### src/rtl/alu_seq.sv
`default_nettype none
// ============================================================================
// Module   : alu_seq
// Brief    : Handshaked sequential ALU; 16-cycle shift-add multiply.
// Revision : 1.0
// ============================================================================
module alu_seq #(
    parameter int W  = 32,
    parameter int MW = 16
) (
    input  logic         clk,
    input  logic         rst,
    input  logic         req_valid,
    output logic         req_ready,
    input  logic [2:0]   req_op,
    input  logic [W-1:0] req_in1,
    input  logic [W-1:0] req_in2,
    output logic         rsp_valid,
    input  logic         rsp_ready,
    output logic [W-1:0] rsp_data,
    output logic         rsp_zero
);

    localparam int CW = $clog2(MW);

    localparam logic [2:0] OP_ADD = 3'b000;
    localparam logic [2:0] OP_SUB = 3'b001;
    localparam logic [2:0] OP_EQ  = 3'b010;
    localparam logic [2:0] OP_GT  = 3'b011;
    localparam logic [2:0] OP_MUL = 3'b100;
    localparam logic [2:0] OP_NOT = 3'b101;
    localparam logic [2:0] OP_AND = 3'b110;
    localparam logic [2:0] OP_OR  = 3'b111;

    localparam logic [CW-1:0] CNT_LAST = CW'(MW - 1);

    typedef enum logic [1:0] {
        S_IDLE = 2'd0,
        S_MUL  = 2'd1,
        S_RESP = 2'd2
    } state_t;

    state_t          state_q;
    logic [MW-1:0]   mcand_q;
    logic [MW-1:0]   mplier_q;
    logic [W-1:0]    acc_q;
    logic [CW-1:0]   cnt_q;
    logic [W-1:0]    rsp_data_q;
    logic            rsp_zero_q;
    logic            rsp_valid_q;
    logic            req_ready_q;

    logic [W-1:0]    alu_res_d;
    logic [W-1:0]    pprod_d;
    logic [W-1:0]    acc_d;

    // Single-cycle operations, evaluated straight from the request inputs.
    always_comb begin
        alu_res_d = '0;
        case (req_op)
            OP_ADD:  alu_res_d = req_in1 + req_in2;
            OP_SUB:  alu_res_d = req_in1 - req_in2;
            OP_EQ:   alu_res_d = {{(W-1){1'b0}}, (req_in1 == req_in2)};
            OP_GT:   alu_res_d = {{(W-1){1'b0}}, ($signed(req_in1) > $signed(req_in2))};
            OP_NOT:  alu_res_d = ~req_in1;
            OP_AND:  alu_res_d = req_in1 & req_in2;
            OP_OR:   alu_res_d = req_in1 | req_in2;
            default: alu_res_d = '0;
        endcase
    end

    always_comb begin
        pprod_d = '0;
        if (mplier_q[0]) begin
            pprod_d = {{(W-MW){1'b0}}, mcand_q} << cnt_q;
        end
        acc_d = acc_q + pprod_d;
    end

    always_ff @(posedge clk or posedge rst) begin
        if (rst) begin
            state_q     <= S_IDLE;
            mcand_q     <= '0;
            mplier_q    <= '0;
            acc_q       <= '0;
            cnt_q       <= '0;
            rsp_data_q  <= '0;
            rsp_zero_q  <= 1'b1;
            rsp_valid_q <= 1'b0;
            req_ready_q <= 1'b1;
        end else begin
            case (state_q)
                S_IDLE: begin
                    if (req_valid) begin
                        req_ready_q <= 1'b0;
                        if (req_op == OP_MUL) begin
                            mcand_q  <= req_in1[MW-1:0];
                            mplier_q <= req_in2[MW-1:0];
                            acc_q    <= '0;
                            cnt_q    <= '0;
                            state_q  <= S_MUL;
                        end else begin
                            rsp_data_q  <= alu_res_d;
                            rsp_zero_q  <= (alu_res_d == '0);
                            rsp_valid_q <= 1'b1;
                            state_q     <= S_RESP;
                        end
                    end
                end
                S_MUL: begin
                    acc_q    <= acc_d;
                    mplier_q <= mplier_q >> 1;
                    cnt_q    <= cnt_q + 1'b1;
                    // The last iteration's sum goes straight to the response.
                    if (cnt_q == CNT_LAST) begin
                        rsp_data_q  <= acc_d;
                        rsp_zero_q  <= (acc_d == '0);
                        rsp_valid_q <= 1'b1;
                        state_q     <= S_RESP;
                    end
                end
                S_RESP: begin
                    if (rsp_ready) begin
                        rsp_valid_q <= 1'b0;
                        req_ready_q <= 1'b1;
                        state_q     <= S_IDLE;
                    end
                end
                default: begin
                    state_q     <= S_IDLE;
                    rsp_valid_q <= 1'b0;
                    req_ready_q <= 1'b1;
                end
            endcase
        end
    end

    assign req_ready = req_ready_q;
    assign rsp_valid = rsp_valid_q;
    assign rsp_data  = rsp_data_q;
    assign rsp_zero  = rsp_zero_q;

endmodule
`default_nettype wire

### config.mk
export PLATFORM = sky130hd
export DESIGN_NAME = alu_seq
export DESIGN_NICKNAME = d
export VERILOG_FILES = /design/src/rtl/alu_seq.sv
export SDC_FILE = /design/constraint.sdc
export NUM_CORES = 1
export LEC_CHECK = 0
export ABC_AREA = 1
export CAP_MARGIN = 5
export CORE_MARGIN = 2
export CORE_UTILIZATION = 62
export CTS_BUF_LIST = sky130_fd_sc_hd__clkbuf_4 sky130_fd_sc_hd__clkbuf_8
export CTS_CLUSTER_DIAMETER = 60
export DETAILED_ROUTE_END_ITERATION = 16
export PLACE_DENSITY = 0.89
export SETUP_SLACK_MARGIN = 0.3
export SYNTH_ARGS = -nofsm -noshare
export SYNTH_HDL_FRONTEND = slang
export SYNTH_SLANG_ARGS = --single-unit
export TNS_END_PERCENT = 30
### constraint.sdc
create_clock -name clk -period 4.43 [get_ports clk]
set_input_delay 0.886 -clock clk [delete_from_list [all_inputs] [get_ports clk]]
set_output_delay 0.886 -clock clk [all_outputs]
set_load 0.01 [all_outputs]
==> results of run 1 <==
-- area by class of cell --
class	count	area (µm²)	share of cell area, %
clock buffers	9	123.9	0.8249
flip-flops and latches	105	2633	17.53
inverters	292	1110	7.391
repair inverters	2	12.51	0.08333
multi-input cells	1798	9447	62.91
well taps	280	350.3	2.333
clock inverters	7	70.07	0.4666
repair buffers	132	1270	8.458
-- registers in the layout, indices dropped and copies added, names as in the netlist --
register / cells
state_q: 2
req_ready: 1
mplier_q: 16
rsp_zero: 1
acc_q: 32
mcand_q: 16
cnt_q: 4
rsp_valid: 1
rsp_data: 32
-- cell families (layout without fill, tap and decap cells) --
kind of cell	after synthesis	after routing
adder cells (fa/ha/maj)	134	134
buffers and inverters	368	442
AND/OR/NAND/NOR	1280	1280
multiplexers	1	1
flip-flops	105	105
XOR/XNOR	16	16
AO/OA/AOI/OAI	367	367
-- worst min path at each step --
stage	startpoint	to	cells past startpoint
after floorplan	acc_q[0]$_DFFE_PP0P_	acc_q[0]$_DFFE_PP0P_	2
after global placement	mcand_q[14]$_DFFE_PP0P_	mcand_q[14]$_DFFE_PP0P_	2
after detailed placement	rsp_data[25]$_DFFE_PP0P_	rsp_data[25]$_DFFE_PP0P_	2
after CTS	rsp_zero$_DFFE_PP1P_	rsp_zero$_DFFE_PP1P_	2
after global routing	acc_q[14]$_DFFE_PP0P_	acc_q[14]$_DFFE_PP0P_	2
final	mcand_q[14]$_DFFE_PP0P_	mcand_q[14]$_DFFE_PP0P_	2
-- critical path: cells and delay by family --
family          cells  cell delay (ns)
simple gates       16             1.96
fa+ha+maj           1             0.53
compound gates      1             0.20
buf+inv             3             0.91
-- layer usage --
layer	vias to the layer above	part of all wire, %
li1	7459	-
met1	7188	40
met2	906	45
met3	173	10
met4	2	4.9
met5	-	0.017
-- through the flow --
stage                     total power, mW  area (µm²)
after CTS                           6.474       14960
after floorplan                     4.507       13540
after detailed placement            5.863       14760
after global routing                7.152       15020
final                               6.660       15020
after global placement              5.732       14760
-- timing repair --
item                       CTS  global route
hold buffers                 0             0
buffers inserted             0             2
gates resized for setup      0            14
setup endpoints to repair    0             6
-- cell usage in the layout (no fill, tap or decap), types with 3 or more instances in the layout --
cell,synthesis,final
nand2_1,735,733
inv_1,275,272
nor2_1,239,237
nand3_1,184,184
ha_1,131,127
a21oi_1,119,119
clkdlybuf4s50_1,0,105
o21ai_0,102,101
dfrtp_1,103,101
o22ai_1,43,43
buf_4,12,25
nand4_1,23,23
o21a_1,23,23
nor2_2,22,22
a31oi_1,20,20
nand2_2,16,18
o211ai_1,18,18
o21bai_1,15,15
nor3_1,16,15
inv_2,14,14
or2_2,11,11
xor2_1,9,9
clkbuf_8,0,9
nor2_4,6,8
nor3_2,7,8
a21oi_2,8,8
nand3b_1,7,7
xnor2_1,7,7
o21ai_1,6,6
clkinvlp_4,0,5
a21boi_0,4,4
a21o_1,4,4
nand3_2,4,4
ha_2,0,4
or2_1,3,3
nor4_1,3,3
fa_1,3,3
inv_6,0,3
-- report_power, final --
group	internal, mW	switching [mW]
sequential	1.40	0.346
combinational	1.58	2.73
clock	0.221	0.389
==> out/qor.csv, run 1 <==
stage;metric;value;unit
yosys;synth_edf_count;0;
finish;finalNetCount;2545;
yosys;synth_xor_area_share;1.035;%
yosys;synthFlopType;dfrtp_1;
floorplanning;core;21620;µm²
yosys;synth_adder_area_share;12.55;%
critical_path;endpoint_kind;flip-flop;
finish;flow.area_growth_from_synthesis;10.92;%
yosys;ys_ff_latch;105;
yosys;yosysTopAreaCellShare;20.38;%
critical_path;crit_type;input port to flip-flop;
grt;grt-busiest-layer;met2;
sta;rsz0062_at_grt;yes;
outcome;status;finished clean;
placed_design;gp_congestion;1.022;
critical_path;crit_path_max_incr_delay;0.56;ns
power;vdd_drop_max;0.3240;mV
placed_design;io_buffers;105;
grt;grt_pass1_wl;74.31;mm
grt;grtUsageTotal;41.64;%
critical_path;worstPathRequired;4.77;ns
critical_path;startpoint_type;input port;
cts;cts-root-buf;clkbuf_8;
cts;cts_tree;yes;
sta;hold_ws;0.4981;ns
critical_path;r2r_cells;22;
critical_path;critical_path.slowest_cell;clkdlybuf4s50_1;
finish;fin_util;69.45;%
routing;drc;0;
yosys;synth_top_family_by_area;simple AND/OR/NAND/NOR gates;
cts;htree_num_levels;3;
floorplanning;initial_core_util;62.62;%
yosys;synth_area_leaders;nand2_1 20%, dfrtp_1 19%, ha_1 12%;
sta;final.setup_skew;0.02445;ns
cts;clock_path_buffers;2;
critical_path;path_max_fanout;12;
routing;dr.pass1.iters;8;
sta;setup_viol;0;
critical_path;crit_top_cell;nand2_1;
sta;tightest_slew;1.169;ns
grt;use_met1;53.70;%
cts;cts_buffers;9;
placed_design;dp_slack;-0.03862;ns
sta;fin_crit;4.135;ns
critical_path;crit_start;req_in1[3];
sta;worst_slack;0.2948;ns
routing;drt_iter0_drc;1520;
critical_path;r2r-end;rsp_zero$_DFFE_PP1P_;
cts;path_clk_slew;0.11;ns
cts;cts_sinks;105;
routing;vias_per_cell;5.992;
routing;drtAntennaViolNets;0;
yosys;syn-cell-area;13540;µm²
grt;grt_pass1_vias;14590;
routing;via_count;15730;
grt;use_met2;67.55;%
routing;wl_per_cell;18.41;µm
yosys;synth_cells;2271;
yosys;avgSynthCellArea;5.961;µm²
floorplanning;rows;54;
sta;finalSetupTns;0;ns
floorplanning;die_w;151.8;µm
yosys;yosysTopAreaCell;nand2_1;
finish;antenna-diode-count;0;
critical_path;critPathCapture;rsp_zero$_DFFE_PP1P_;
grt;met3_usage;7.545;%
grt;overflow;0;
placed_design;dp_cells;2605;
critical_path;worstReg2RegStart;cnt_q[0]$_DFFE_PP0P_;
yosys;synth_mux_area_share;0.07394;%
floorplanning;die_h;151.8;µm
finish;fillers;2002;
placed_design;hpwlAfterDp;39.14;mm
hold_path;hold_class;flip-flop to flip-flop;
power;power.leakage;7.820;nW
routing;wirelength;48.34;mm
floorplanning;ios;106;
sta;finalCritPeriodShare;93.35;%
finish;drive_gt1_share;6.610;%
yosys;yosys_warnings;0;
yosys;async_reset_ff_share;100.0;%
floorplanning;floorplan.die_area;23030;µm²
yosys;syn_nets;2476;
finish;final-instance-count-excl-fill;2625;
yosys;yosys.cell_types.count;47;
yosys;yosysMostFrequentCell;nand2_1;
critical_path;worstPathArrival;4.48;ns
sta;hold_viol;0;
sta;fmax;241.8;MHz
sta;relSlewSlack;21.87;%
yosys;synth-simple-area-share;40.14;%
sta;slew_violations;0;
grt;grt_max_degree;97;
grt;antenna_found_initial;1;
yosys;seq_area_frac_synth;19.43;%
critical_path;crit_chain;clkdlybuf4s50_1 -> inv_1 -> ha_2 -> inv_1 -> a21oi_1 -> nand2_1 -> nand2_1 -> nand2_1 -> nand2_1 -> nand2_1 -> nand2_1 -> nand3_1 -> nand3_1 -> nand2_1 -> nor2_1 -> nand4_1 -> nor2_1 -> nand3_1 -> nand2_1 -> nand2_1 -> nand2_1;
cts;clock_latency;0.40;ns
yosys;synthTopCellsByCount;735 x nand2_1, 275 x inv_1, 239 x nor2_1;
power;powerDensity;443.5;nW/µm²
critical_path;r2r_slack;0.47;ns
run;maxCapViolations;0;
yosys;synth_compound_gate_area_share;15.69;%
No activity file was read; power rests on OpenSTA's default activity.
==> inputs of run 2 (changes only) <==
--- a/config.mk
+++ b/config.mk
@@ -7,6 +7,7 @@
 export LEC_CHECK = 0
 export ABC_AREA = 1
 export CAP_MARGIN = 5
+export CORE_ASPECT_RATIO = 1.25
 export CORE_MARGIN = 2
 export CORE_UTILIZATION = 62
 export CTS_BUF_LIST = sky130_fd_sc_hd__clkbuf_4 sky130_fd_sc_hd__clkbuf_8
@@ -14,6 +15,7 @@
 export DETAILED_ROUTE_END_ITERATION = 16
 export PLACE_DENSITY = 0.89
 export SETUP_SLACK_MARGIN = 0.3
+export SKIP_CTS_REPAIR_TIMING = 1
 export SYNTH_ARGS = -nofsm -noshare
 export SYNTH_HDL_FRONTEND = slang
 export SYNTH_SLANG_ARGS = --single-unit
==> run 2 against run 1 <==
Effect of this change:
- combinational power is 1% higher
- setup slack better by 0.042 ns
- routed wire length is 3.0% higher
- power is 0.58% higher
- final cell count hardly changed
- via count is 1.5% higher
- critical path depth is 4 higher
- sequential share of layout area hardly changed
==> out/qor.csv, run 2 (same netlist as run 1, synthesis figures left out) <==
stage;metric;value;unit
finish;finalNetCount;2547;
power;p_sw_share;52.42;%
cts;htree_num_levels;3;
finish;layout_common_cells;735 x nand2_1, 273 x inv_1, 237 x nor2_1;
placed_design;dp_slack;-0.1223;ns
critical_path;worstPathArrival;4.42;ns
critical_path;r2r_slack;0.34;ns
routing;drc;0;
power;p_comb_share;65.2;%
power;vdd_drop_max;0.4688;mV
floorplanning;rows;60;
grt;grtUsageTotal;42.58;%
placed_design;gp_congestion;1.051;
sta;relSlewSlack;14.57;%
cts;clock_path_buffers;2;
cts;cts-root-buf;clkbuf_8;
finish;fin_util;69.81;%
routing;wl_per_cell;18.97;µm
sta;fin_crit;4.093;ns
sta;finalCritPeriodShare;92.40;%
grt;grt_max_degree;52;
placed_design;hpwlAfterDp;39.74;mm
finish;antenna-diode-count;0;
critical_path;startpoint_type;flip-flop;
cts;cts_tree;yes;
routing;drt_iter0_drc;1881;
sta;fmax;244.3;MHz
finish;flow.area_growth_from_synthesis;10.72;%
grt;antenna_found_initial;0;
floorplanning;die_w;136.2;µm
power;p_clk_share;8.9;%
critical_path;crit_type;flip-flop to flip-flop;
placed_design;dp_cells;2608;
routing;wl_met2;23.21;mm
routing;via_count;15970;
sta;final.setup_skew;0.01445;ns
grt;grt_pass1_wl;76.51;mm
routing;vias_per_cell;6.081;
sta;slew_violations;0;
routing;wl_met3;4.539;mm
critical_path;worstPathRequired;4.76;ns
sta;worst_slack;0.3366;ns
floorplanning;die_h;169.2;µm
floorplanning;ios;106;
finish;final_common_cell;nand2_1;
finish;final-instance-count-excl-fill;2626;
cts;cts_sinks;105;
power;powerDensity;446.9;nW/µm²
floorplanning;core;21470;µm²
sta;setup_viol;0;
cts;path_clk_slew;0.12;ns
run;maxCapViolations;0;
grt;grt_pass1_vias;15040;
finish;drive_gt1_share;6.349;%
placed_design;io_buffers;105;
sta;rsz0062_at_grt;yes;
floorplanning;initial_core_util;63.05;%
cts;clock_latency;0.39;ns
outcome;status;finished clean;
routing;drtAntennaViolNets;0;
cts;cts_buffers;9;
floorplanning;floorplan.die_area;23040;µm²
routing;maxUsedRoutingLayer;met4;
routing;wirelength;49.81;mm
critical_path;endpoint_kind;flip-flop;
routing;drt-met1-wl;18.72;mm
routing;dr.pass1.iters;9;
sta;tightest_slew;1.280;ns
power;seq_power_share;26.0;%
hold_path;hold_class;flip-flop to flip-flop;
grt;overflow;0;
power;net-switching-power;3.511;mW
critical_path;path_max_fanout;16;
power;power.leakage;7.843;nW
power;p_int;3.187;mW
sta;hold_viol;0;
==> run 2: cell types whose count changed in the layout (fill, tap and decap cells not counted), sizes merged <==
cell | before | now
clkinvlp | 6 | 4
nor2 | 267 | 268
inv | 291 | 292
buf | 27 | 29
==> run 2: area by class of cell <==
class / instances / area [µm²]
Multi-Input combinational cell: 1799 / 9444
Fill cell: 1932 / 6481
Sequential cell: 105 / 2631
Timing Repair Buffer: 134 / 1269
Inverter: 292 / 1106
Tap cell: 279 / 349.1
Clock buffer: 9 / 123.9
Clock inverter: 7 / 61.31
Timing Repair inverter: 1 / 5.005
==> run 2: final timing paths <==
kind / cells after the start / startpoint / to
worst min-delay path: 2 / rsp_data[10]$_DFFE_PP0P_ / rsp_data[10]$_DFFE_PP0P_
max in group asynchronous: 3 / rst / rsp_zero$_DFFE_PP1P_
worst min register to register: 2 / rsp_data[10]$_DFFE_PP0P_ / rsp_data[10]$_DFFE_PP0P_
min in group asynchronous: 2 / rst / state_q[1]$_DFFE_PP0P_
worst max-delay path: 25 / cnt_q[0]$_DFFE_PP0P_ / rsp_zero$_DFFE_PP1P_
worst max register to register: 25 / cnt_q[0]$_DFFE_PP0P_ / rsp_zero$_DFFE_PP1P_
==> run 2: worst max-delay path, stage by stage (launching register included) <==
cell and delay, ns:
dfrtp_1 0.37, inv_1 0.20, nand2_1 0.11, nand2_1 0.05
inv_1 0.07, nand2_1 0.04, o21ai_0 0.08, inv_1 0.07
o21ai_0 0.39, nor2_1 0.10, ha_1 0.41, nand2_1 0.13
nor2_1 0.26, nand2_1 0.09, nand2_1 0.22, xnor2_1 0.19
nand2_1 0.08, nor2_1 0.25, nand4_1 0.13, nor2_1 0.20
nand3_1 0.09, nor2_1 0.16, nand3_1 0.11, nand2_1 0.08
nand2_1 0.04, nand2_1 0.10
==> run 2: metrics by stage <==
step / power, mW / TNS, ns / hold slack, ns / area [µm²]
2_1_floorplan: 4.507 / 0 / 0.4483 / 13540
3_3_place_gp: 5.750 / 0 / 0.4673 / 14780
3_5_place_dp: 5.885 / -0.1763 / 0.4649 / 14780
4_1_cts: 6.477 / 0 / 0.4905 / 14970
5_1_grt: 7.156 / 0 / 0.5013 / 14990
6_report: 6.698 / 0 / 0.4915 / 14990
==> run 2: power groups by stage <==
stage,combinational [mW],sequential [mW],clock [mW]
6_report,4.37,1.74,0.594
5_1_grt,4.77,1.77,0.619
4_1_cts,4.18,1.71,0.585
3_5_place_dp,4.16,1.72,0
3_3_place_gp,4.04,1.71,0
2_1_floorplan,2.81,1.70,0
==> run 2: per-layer routing <==
metal	global-route usage, %	up-vias
met4	24.86	0
met5	0	-
met1	51.57	7309
met3	6.004	235
li1	-	7474
met2	71.64	950
==> inputs of run 3 (changes only) <==
--- a/config.mk
+++ b/config.mk
@@ -6,9 +6,8 @@
 export NUM_CORES = 1
 export LEC_CHECK = 0
 export ABC_AREA = 1
-export CAP_MARGIN = 5
+export ABC_CLOCK_PERIOD_IN_PS = 4430
 export CORE_ASPECT_RATIO = 1.25
-export CORE_MARGIN = 2
 export CORE_UTILIZATION = 62
 export CTS_BUF_LIST = sky130_fd_sc_hd__clkbuf_4 sky130_fd_sc_hd__clkbuf_8
 export CTS_CLUSTER_DIAMETER = 60
==> run 3 against run 2 <==
Effect of this change:
- setup slack lost 0.029 ns
- routed wire length decreased by 1.5%
- final cell count hardly changed
- combinational power about the same
- first-iteration DRC count fell by 7.4%
- core utilization up 0.38 points
- register-to-register slack better by 0.04 ns
- largest cell class unchanged
- largest power group unchanged
==> out/qor.csv, run 3 (same netlist as run 1, synthesis figures left out) <==
stage;metric;value;unit
cts;cts_tree;yes;
sta;hold_ws;0.4954;ns
critical_path;startpoint_type;input port;
grt;grt_pass1_wl;76.85;mm
sta;fin_crit;4.122;ns
floorplanning;rows;60;
sta;fmax;242.6;MHz
routing;via_count;15920;
routing;wl_per_cell;18.67;µm
cts;htree_num_levels;3;
critical_path;worstPathRequired;4.76;ns
run;maxCapViolations;0;
grt;grt_pass1_vias;14940;
grt;grtUsageTotal;43.92;%
critical_path;crit_start;req_in1[3];
critical_path;r2r_slack;0.38;ns
critical_path;crit_type;input port to flip-flop;
routing;wirelength;49.04;mm
finish;layout_common_cells;734 x nand2_1, 272 x inv_1, 236 x nor2_1;
sta;finalCritPeriodShare;93.06;%
hold_path;hold_class;flip-flop to flip-flop;
hold_path;min_from;req_ready$_DFFE_PP1P_;
placed_design;dp_cells;2605;
power;power.leakage;7.871;nW
finish;finalNetCount;2548;
placed_design;gp_congestion;1.025;
grt;grt_max_degree;65;
critical_path;worstPathArrival;4.46;ns
finish;fin_area;15070;µm²
placed_design;postPlaceCellArea;14790;µm²
routing;drc;0;
outcome;status;finished clean;
power;finalPower;6.741;mW
cts;clock_latency;0.39;ns
placed_design;dp_slack;-0.07095;ns
finish;final_common_cell;nand2_1;
routing;dr.pass1.iters;9;
critical_path;worstReg2RegStart;cnt_q[0]$_DFFE_PP0P_;
cts;path_clk_slew;0.12;ns
placed_design;hpwlAfterDp;39.45;mm
hold_path;hold-path-endpoint;req_ready$_DFFE_PP1P_;
sta;worst_slack;0.3076;ns
finish;flow.area_growth_from_synthesis;11.33;%
placed_design;io_buffers;105;
sta;finalSetupTns;0;ns
sta;rsz0062_at_grt;yes;
cts;cts_sinks;105;
floorplanning;floorplan.die_area;22430;µm²
finish;fillers;1974;
sta;hold_viol;0;
routing;drt_iter0_drc;1742;
floorplanning;initial_core_util;63.05;%
finish;antenna-diode-count;0;
hold_path;whs_path_depth;2;
critical_path;r2r-end;rsp_zero$_DFFE_PP1P_;
finish;drive_gt1_share;6.516;%
sta;setup_viol;0;
critical_path;r2r_cells;23;
floorplanning;die_w;134.2;µm
sta;relSlewSlack;15.77;%
routing;drtAntennaViolNets;0;
floorplanning;die_h;167.2;µm
power;powerDensity;447.2;nW/µm²
sta;slew_violations;0;
floorplanning;ios;106;
critical_path;path_max_fanout;12;
routing;vias_per_cell;6.059;
sta;final.setup_skew;0.01652;ns
floorplanning;core;21470;µm²
cts;cts-root-buf;clkbuf_8;
grt;overflow;0;
cts;clock_path_buffers;2;
power;vdd_drop_max;0.4356;mV
finish;final-instance-count-excl-fill;2627;
grt;antenna_found_initial;0;
cts;cts_buffers;9;
critical_path;endpoint_kind;flip-flop;
sta;tightest_slew;1.262;ns
finish;fin_util;70.20;%
==> run 3: cell count changes in the layout (fill, tap and decap cells not counted), sizes merged <==
cell and delta:
inv -2, buf +1, clkinv +1, bufinv +1
==> run 3: power by group <==
part	internal [mW]	total, mW	switching (mW)	leakage, nW
Clock	0.278	0.661	0.383	0.110
Combinational	1.59	4.34	2.75	6.46
Sequential	1.39	1.74	0.348	1.30
Total	3.26	6.74	3.48	7.87
==> run 3: critical path: stages <==
cell             delay [ns]
clkdlybuf4s50_1        0.61
inv_1                  0.18
ha_1                   0.65
inv_1                  0.24
a21oi_1                0.22
nand2_1                0.14
nand2_1                0.11
nand2_1                0.13
nand2_1                0.11
nand2_1                0.08
nand2_1                0.09
nand3_1                0.09
nand3_1                0.11
nand2_1                0.09
nor2_1                 0.16
nand4_1                0.10
nor2_1                 0.15
nand3_1                0.10
nand2_1                0.07
nand2_1                0.04
nand2_1                0.10
==> run 3: how the worst max path moves through the flow <==
| stage | to | slack (ns) |
|---|---|---|
| floorplan | acc_q[0]$_DFFE_PP0P_ | 0.79 |
| global placement | rsp_data[17]$_DFFE_PP0P_ | 0.04 |
| detailed placement | rsp_data[17]$_DFFE_PP0P_ | -0.07 |
| CTS | rsp_data[17]$_DFFE_PP0P_ | 0.32 |
| global route | rsp_zero$_DFFE_PP1P_ | 0.07 |
| finish | rsp_zero$_DFFE_PP1P_ | 0.31 |
==> run 3: final cells by class <==
type	count	area (µm²)	share of cell area (%)
clock inverter	7	97.59	0.6475
sequential	105	2631	17.46
multi-input combinational	1799	9454	62.73
tap	279	349.1	2.316
timing repair buffer	135	1301	8.634
timing repair inverter	1	5.005	0.03321
inverter	292	1110	7.363
clock buffer	9	123.9	0.8218
==> run 3: metal layers <==
layer | vias up | routed length, µm | share of wire, % | track usage (%)
met3 | 216 | 4326 | 8.8 | 5.662
met4 | 0 | 3248 | 6.6 | 24.28
li1 | 7473 | - | - | -
met1 | 7295 | 18310 | 37 | 53.77
met5 | - | 0 | 0 | 0
met2 | 933 | 23150 | 47 | 74.30
